## config.mk

```make
export PLATFORM = sky130hd
export DESIGN_NAME = gpio_event_controller
export DESIGN_NICKNAME = d
export VERILOG_FILES = /design/src/rtl/gpio_evt_pkg.sv /design/src/rtl/gpio_event_detector.sv /design/src/rtl/gpio_event_controller.sv
export SDC_FILE = /design/constraint.sdc
export NUM_CORES = 1
export LEC_CHECK = 0
export ABC_AREA = 0
export ABC_CLOCK_PERIOD_IN_PS = 7400
export CORE_MARGIN = 2
export CORE_UTILIZATION = 40
export DETAILED_ROUTE_END_ITERATION = 16
export PLACE_DENSITY = 0.55
export SLEW_MARGIN = 20
export SYNTH_ARGS = -nofsm -noshare
export SYNTH_HDL_FRONTEND = slang
export SYNTH_SLANG_ARGS = --single-unit
```

## constraint.sdc

```tcl
create_clock -name clk -period 7.4 [get_ports clk]
set_input_delay 1.85 -clock clk [delete_from_list [all_inputs] [get_ports clk]]
set_output_delay 1.85 -clock clk [all_outputs]
set_load 0.02 [all_outputs]
```

## src/rtl/gpio_evt_pkg.sv

```systemverilog
// Shared types and register map for the GPIO event controller.
package gpio_evt_pkg;

  typedef enum logic [1:0] {
    MODE_RISE  = 2'b00,
    MODE_FALL  = 2'b01,
    MODE_BOTH  = 2'b10,
    MODE_LEVEL = 2'b11
  } mode_e;

  localparam logic [4:0] OFF_EVT_MASK = 5'h00;
  localparam logic [4:0] OFF_DET_MASK = 5'h04;
  localparam logic [4:0] OFF_FLAGS    = 5'h08;
  localparam logic [4:0] OFF_ACTIVE   = 5'h0C;
  localparam logic [4:0] OFF_MODE_LO  = 5'h10;
  localparam logic [4:0] OFF_MODE_HI  = 5'h14;
  localparam logic [4:0] OFF_STATUS   = 5'h18;
  localparam logic [4:0] OFF_CTRL     = 5'h1C;

  localparam int unsigned CTRL_EN_BIT = 0;
  localparam int unsigned CTRL_RR_BIT = 1;

endpackage

```

## src/rtl/gpio_event_detector.sv

```systemverilog
// One channel: 2-flop synchroniser, optional debounce (GPIO_EVT_DEBOUNCE_EN), history flop and
// mode decode into a single-cycle detect.
module gpio_event_detector
  import gpio_evt_pkg::*;
#(
  parameter int unsigned DEB_CYCLES = 4
) (
  input  logic  clk,
  input  logic  reset,
  input  logic  pin,
  input  mode_e mode,
  input  logic  enable,
  output logic  detect
);

  logic sync1_q, sync2_q, hist_q, filt;
  logic match;

  always_ff @(posedge clk or negedge reset) begin
    if (!reset) begin
      sync1_q <= 1'b0;
      sync2_q <= 1'b0;
      hist_q  <= 1'b0;
    end else begin
      sync1_q <= pin;
      sync2_q <= sync1_q;
      hist_q  <= filt;
    end
  end

`ifdef GPIO_EVT_DEBOUNCE_EN
  logic       filt_q;
  logic [7:0] cnt_q;

  // Filtered level follows the synced level only after DEB_CYCLES consecutive disagreements.
  always_ff @(posedge clk or negedge reset) begin
    if (!reset) begin
      filt_q <= 1'b0;
      cnt_q  <= 8'd0;
    end else if (sync2_q != filt_q) begin
      if (cnt_q == 8'(DEB_CYCLES - 1)) begin
        filt_q <= sync2_q;
        cnt_q  <= 8'd0;
      end else begin
        cnt_q <= cnt_q + 8'd1;
      end
    end else begin
      cnt_q <= 8'd0;
    end
  end

  assign filt = filt_q;
`else
  logic unused_deb_cycles;
  assign unused_deb_cycles = ^DEB_CYCLES;
  assign filt = sync2_q;
`endif

  always_comb begin
    match = 1'b0;
    unique case (mode)
      MODE_RISE:  match = filt & ~hist_q;
      MODE_FALL:  match = ~filt & hist_q;
      MODE_BOTH:  match = filt ^ hist_q;
      MODE_LEVEL: match = filt;
      default:    match = 1'b0;
    endcase
    detect = match & enable;
  end

endmodule

```

## src/rtl/gpio_event_controller.sv

```systemverilog
// GPIO event controller: per-channel detectors, pending flags, fixed/round-robin arbitration into
// one active event and a bus register file. Optional debounce via GPIO_EVT_DEBOUNCE_EN.
module gpio_event_controller
  import gpio_evt_pkg::*;
#(
  parameter int unsigned NUM_CH     = 16,
  parameter logic [31:0] BASE_ADDR  = 32'h4010,
  parameter int unsigned DEB_CYCLES = 4
) (
  input  logic              clk,
  input  logic              reset,
  input  logic [NUM_CH-1:0] gpio_in,
  output logic              irq_n,
  input  logic [15:0]       data_bus_write,
  output logic [15:0]       data_bus_read,
  input  logic [31:0]       data_bus_addr,
  input  logic [1:0]        data_bus_mode,
  input  logic              data_bus_select
);

  localparam logic [15:0] CH_MASK   = 16'((32'd1 << NUM_CH) - 32'd1);
  localparam logic [31:0] MODE_MASK = 32'((64'd1 << (2 * NUM_CH)) - 64'd1);
  localparam logic [3:0]  LAST_CH   = 4'(NUM_CH - 1);

  logic [15:0] evt_mask_q, evt_mask_d, det_mask_q, det_mask_d;
  logic [15:0] flags_q, flags_d, active_q, active_d;
  logic [31:0] mode_q, mode_d;
  logic [1:0]  ctrl_q, ctrl_d;
  logic [3:0]  last_q, last_d;
  logic        irq_q;

  logic [31:0] offset;
  logic        in_range, wr_en, wr_flags, wr_active;
  logic [4:0]  reg_off;

  assign offset    = data_bus_addr - BASE_ADDR;
  assign in_range  = (offset[31:5] == '0) && (offset[1:0] == 2'b00);
  assign reg_off   = offset[4:0];
  assign wr_en     = (data_bus_mode == 2'b10) && data_bus_select && in_range;
  assign wr_flags  = wr_en && (reg_off == OFF_FLAGS);
  assign wr_active = wr_en && (reg_off == OFF_ACTIVE);

  logic [NUM_CH-1:0] detect;
  logic [15:0]       detect_w;

  for (genvar i = 0; i < NUM_CH; i++) begin : g_ch
    gpio_event_detector #(
      .DEB_CYCLES(DEB_CYCLES)
    ) u_det (
      .clk   (clk),
      .reset (reset),
      .pin   (gpio_in[i]),
      .mode  (mode_e'(mode_q[2*i +: 2])),
      .enable(det_mask_q[i] & ctrl_q[CTRL_EN_BIT]),
      .detect(detect[i])
    );
  end

  assign detect_w = 16'(detect);

  logic [15:0] merged, pending, grant_oh;
  logic [3:0]  start, grant_idx;
  logic [4:0]  cand;
  logic        grant_found, trigger;

  // A same-edge W1C loses to a new detect; arbitration sees the merged result.
  always_comb begin
    merged      = ((wr_flags ? (flags_q & ~data_bus_write) : flags_q) | detect_w) & CH_MASK;
    pending     = merged & evt_mask_q;
    start       = (ctrl_q[CTRL_RR_BIT] && (last_q != LAST_CH)) ? last_q + 4'd1 : 4'd0;
    grant_found = 1'b0;
    grant_idx   = 4'd0;
    cand        = 5'd0;
    for (int k = 0; k < NUM_CH; k++) begin
      cand = 5'(start) + 5'(k);
      if (cand >= 5'(NUM_CH)) cand = cand - 5'(NUM_CH);
      if (!grant_found && pending[cand[3:0]]) begin
        grant_found = 1'b1;
        grant_idx   = cand[3:0];
      end
    end
    trigger  = (active_q == '0) && !wr_active && grant_found;
    grant_oh = trigger ? (16'd1 << grant_idx) : 16'd0;
  end

  always_comb begin
    evt_mask_d = evt_mask_q;
    det_mask_d = det_mask_q;
    mode_d     = mode_q;
    ctrl_d     = ctrl_q;
    active_d   = active_q;
    last_d     = last_q;
    flags_d    = merged & ~grant_oh;
    if (wr_en) begin
      case (reg_off)
        OFF_EVT_MASK: evt_mask_d = data_bus_write & CH_MASK;
        OFF_DET_MASK: det_mask_d = data_bus_write & CH_MASK;
        OFF_ACTIVE:   active_d = data_bus_write & CH_MASK;
        OFF_MODE_LO:  mode_d[15:0] = data_bus_write & MODE_MASK[15:0];
        OFF_MODE_HI:  mode_d[31:16] = data_bus_write & MODE_MASK[31:16];
        OFF_CTRL:     ctrl_d = data_bus_write[1:0];
        default: ;
      endcase
    end
    if (trigger) begin
      active_d = grant_oh;
      last_d   = grant_idx;
    end
  end

  always_ff @(posedge clk or negedge reset) begin
    if (!reset) begin
      evt_mask_q <= '0;
      det_mask_q <= '0;
      flags_q    <= '0;
      active_q   <= '0;
      mode_q     <= '0;
      ctrl_q     <= '0;
      last_q     <= LAST_CH;
      irq_q      <= 1'b0;
    end else begin
      evt_mask_q <= evt_mask_d;
      det_mask_q <= det_mask_d;
      flags_q    <= flags_d;
      active_q   <= active_d;
      mode_q     <= mode_d;
      ctrl_q     <= ctrl_d;
      last_q     <= last_d;
      irq_q      <= trigger;
    end
  end

  assign irq_n = ~irq_q;

  logic [3:0] act_idx;

  // ACTIVE may hold an arbitrary software value; report its lowest set bit.
  always_comb begin
    act_idx = 4'd0;
    for (int i = 15; i >= 0; i--) begin
      if (active_q[i]) act_idx = 4'(i);
    end
  end

  always_comb begin
    data_bus_read = 16'h0;
    if (in_range) begin
      case (reg_off)
        OFF_EVT_MASK: data_bus_read = evt_mask_q;
        OFF_DET_MASK: data_bus_read = det_mask_q;
        OFF_FLAGS:    data_bus_read = flags_q;
        OFF_ACTIVE:   data_bus_read = active_q;
        OFF_MODE_LO:  data_bus_read = mode_q[15:0];
        OFF_MODE_HI:  data_bus_read = mode_q[31:16];
        OFF_STATUS:   data_bus_read = {active_q != '0, 11'd0, act_idx};
        OFF_CTRL:     data_bus_read = {14'd0, ctrl_q};
        default:      data_bus_read = 16'h0;
      endcase
    end
  end

endmodule

```

==> out/qor.csv <==
metric;value;unit
outcome;finished, final reports clean;
io_pins;86;
yosysMostFrequentCell;dfrtp_1;
fin_skew;0.00831;ns
synth_edf_count;0;
cts-root-buf;clkbuf_16;
syn_area;11800;sq um
fin_ws;0.237;ns
dr_total_vias;12200;
routabilityCongestion;0.981;
ys_ff_latch;151;
vias_per_cell;6.04;
regArea;3780;sq um
max_freq;140;MHz
grt_first_pass_wirelength;68300;um
clock-sinks;151;
cts.clk_slew.worst_paths;0.06;ns
worst_pin_slew;1.01;ns
synth-async-reset-ratio;100;%
hold_path.class;flip-flop to flip-flop;
die-area;31000;sq um
layout-drive-gt1-share;29.3;%
drt-initial-drc-count;1179;
die_w;176;um
grt_pass1_vias;11800;
core-area;28900;sq um
cts_tree;done;
cts_buffers;17;
fin_crit;7.16;ns
synth_top_area_share;31.1;%
holdBufCountCts;0;
dieHeight;176;um
final_cell_area;15800;sq um
drc;0;
synth_fp_nets;1453;
grt_usage;29.0;%
cp_slowest_cell;or4_4;
yosysUniqueCellTypes;93;
placed_area;14800;sq um
slowest_delay;0.60;ns
n_fill_cell;2657;
grt_max_degree;101;
antenna_found_initial;0;
yosysSeqAreaShare;32.0;%
leakage;0.00690;uW
portBuffers;85;
post-route-period-util;96.8;%
synth-main-ff-cell;dfrtp_1;
rsz0062_at_grt;false;
grt-ovfl-total;0;
cap_violations;0;
yosysTopAreaCell;dfrtp_1;
areaGrowthSynthToFinish;33.6;%
end_kind;flip-flop;
crit_fanout;14;
pre_cts_ws;-0.611;ns
finalWirelength;45100;um
fin_util;54.6;%
yosys_warnings;0;
layout.nets;1733;
initial_core_util;40.9;%
rows;62;
crit_required;7.71;ns
total_power;1950;uW
multi_input_area;7870;sq um
crit_arrival;7.47;ns
h-tree-depth;4;
antenna_left;0;
slew_violations;0;
finalSetupViolations;0;
crit_top_cell;buf_4;
avgSynthCellArea;8.81;sq um
peakVddDrop;145;uV
fin_hold_ws;0.346;ns
synth_cells;1343;
wl_per_cell;22.3;um
dr.pass1.iters;5;
p_per_area;124;nW/um^2
clkLatencyLatePin;0.43;ns
cts_max_path_buffers;2;
start_kind;primary input;
hold_viol;0;
num_antenna_cells;0;
synth_commonest_cells;dfrtp_1, nand2_1, nor2_1;
dp_hpwl;35300;um
slew_headroom;32.3;%
critPathKind;primary input to flip-flop;
synth.area.top_cells;dfrtp_1, mux2_2, mux4_2;
[area by class of cell]
type | count | area share [%]
timing repair buffer | 335 | 17.7
inverter | 64 | 1.55
tap | 384 | 3.04
clock inverter | 7 | 0.712
multi-input combinational | 1054 | 49.8
sequential | 151 | 23.9
clock buffer | 25 | 3.32
[power breakdown]
group | internal [uW] | switching (uW) | leakage (uW)
Combinational | 82.9 | 95.0 | 0.00463
Sequential | 839 | 7.44 | 0.00196
Clock | 592 | 337 | 0.000315
Total | 1510 | 439 | 0.00690
[cells by family after synthesis]
group	count (synthesis)	share of synthesized area, %
AOI/OAI and AO/OA	418	24.1
xor gates and xnor gates	17	1.26
adders and majority gates	41	4.34
and+or+nand+nor	446	18.7
DFF	151	32.0
buffers and inverters	138	4.56
muxes	132	15.1
[what timing repair did]
| item | CTS | global route |
|---|---|---|
| pin swaps | 2 | 23 |
| setup buffers | 1 | 6 |
| endpoints found under the setup margin | 34 | 51 |
| gates cloned | 0 | 1 |
| endpoints found under the hold margin | 0 | 0 |
| resized for setup | 13 | 61 |
[routing by layer]
| metal | vias to the layer above | routed length [um] | global-route usage (%) |
|---|---|---|---|
| met2 | 535 | 20200 | 45.1 |
| met1 | 5965 | 19900 | 40.9 |
| met3 | 74 | 3870 | 5.64 |
| met5 | - | 0 | 0 |
| met4 | 0 | 1180 | 8.78 |
| li1 | 5627 | - | - |
[cell usage in the layout, fill, tap and decap left out, types with 20 or more instances in the layout]
| cell type | n |
|---|---|
| buf_4 | 245 |
| dfrtp_1 | 147 |
| nand2_1 | 132 |
| nor2_1 | 117 |
| o21ai_0 | 87 |
| mux2_2 | 82 |
| clkdlybuf4s50_1 | 80 |
| a21oi_1 | 77 |
| inv_1 | 62 |
| ha_1 | 40 |
| nand3_1 | 35 |
| mux4_2 | 29 |
| nor3_1 | 25 |
| a21o_1 | 25 |
| mux2i_1 | 21 |
| a31oi_1 | 20 |
[metrics by stage]
stage          cells  setup TNS [ns]
2_1_floorplan   1343               0
5_1_grt         2020               0
4_1_cts         2013               0
3_3_place_gp    1980          -19.48
3_5_place_dp    1980          -19.22
6_report        2020               0
[path summary, 6_finish.rpt]
| path | depth (start not counted) | from | slack, ns | to |
|---|---|---|---|---|
| hold reg to reg | 0 | g_ch[7].u_det.sync1_q$_DFF_PN0_ | 0.35 | g_ch[7].u_det.filt$_DFF_PN0_ |
| min in group asynchronous | 1 | reset | 1.53 | g_ch[2].u_det.filt$_DFF_PN0_ |
| setup / recovery | 25 | data_bus_addr[15] | 0.24 | flags_q[1]$_DFF_PN0_ |
| setup reg to reg | 20 | last_q[0]$_DFFE_PN1P_ | 1.26 | flags_q[1]$_DFF_PN0_ |
| max in group asynchronous | 2 | reset | 4.62 | irq_q$_DFF_PN0_ |
| hold / removal | 0 | g_ch[7].u_det.sync1_q$_DFF_PN0_ | 0.35 | g_ch[7].u_det.filt$_DFF_PN0_ |
[sequential cells by signal, indices dropped and copies added, names as in the netlist]
name                count
mode_q                 32
active_q               16
det_mask_q             16
evt_mask_q             16
flags_q                16
g_ch.u_det.filt        16
g_ch.u_det.hist_q      16
g_ch.u_det.sync1_q     16
last_q                  4
ctrl_q                  2
irq_q                   1
[critical path: cells and delay by family]
family | cells | cell delay [ns]
AND/OR/NAND/NOR | 5 | 1.29
AO/OA/AOI/OAI | 9 | 1.62
multiplexers | 2 | 0.90
buffers and inverters | 9 | 1.79
No activity file was read; power rests on OpenSTA's default activity.
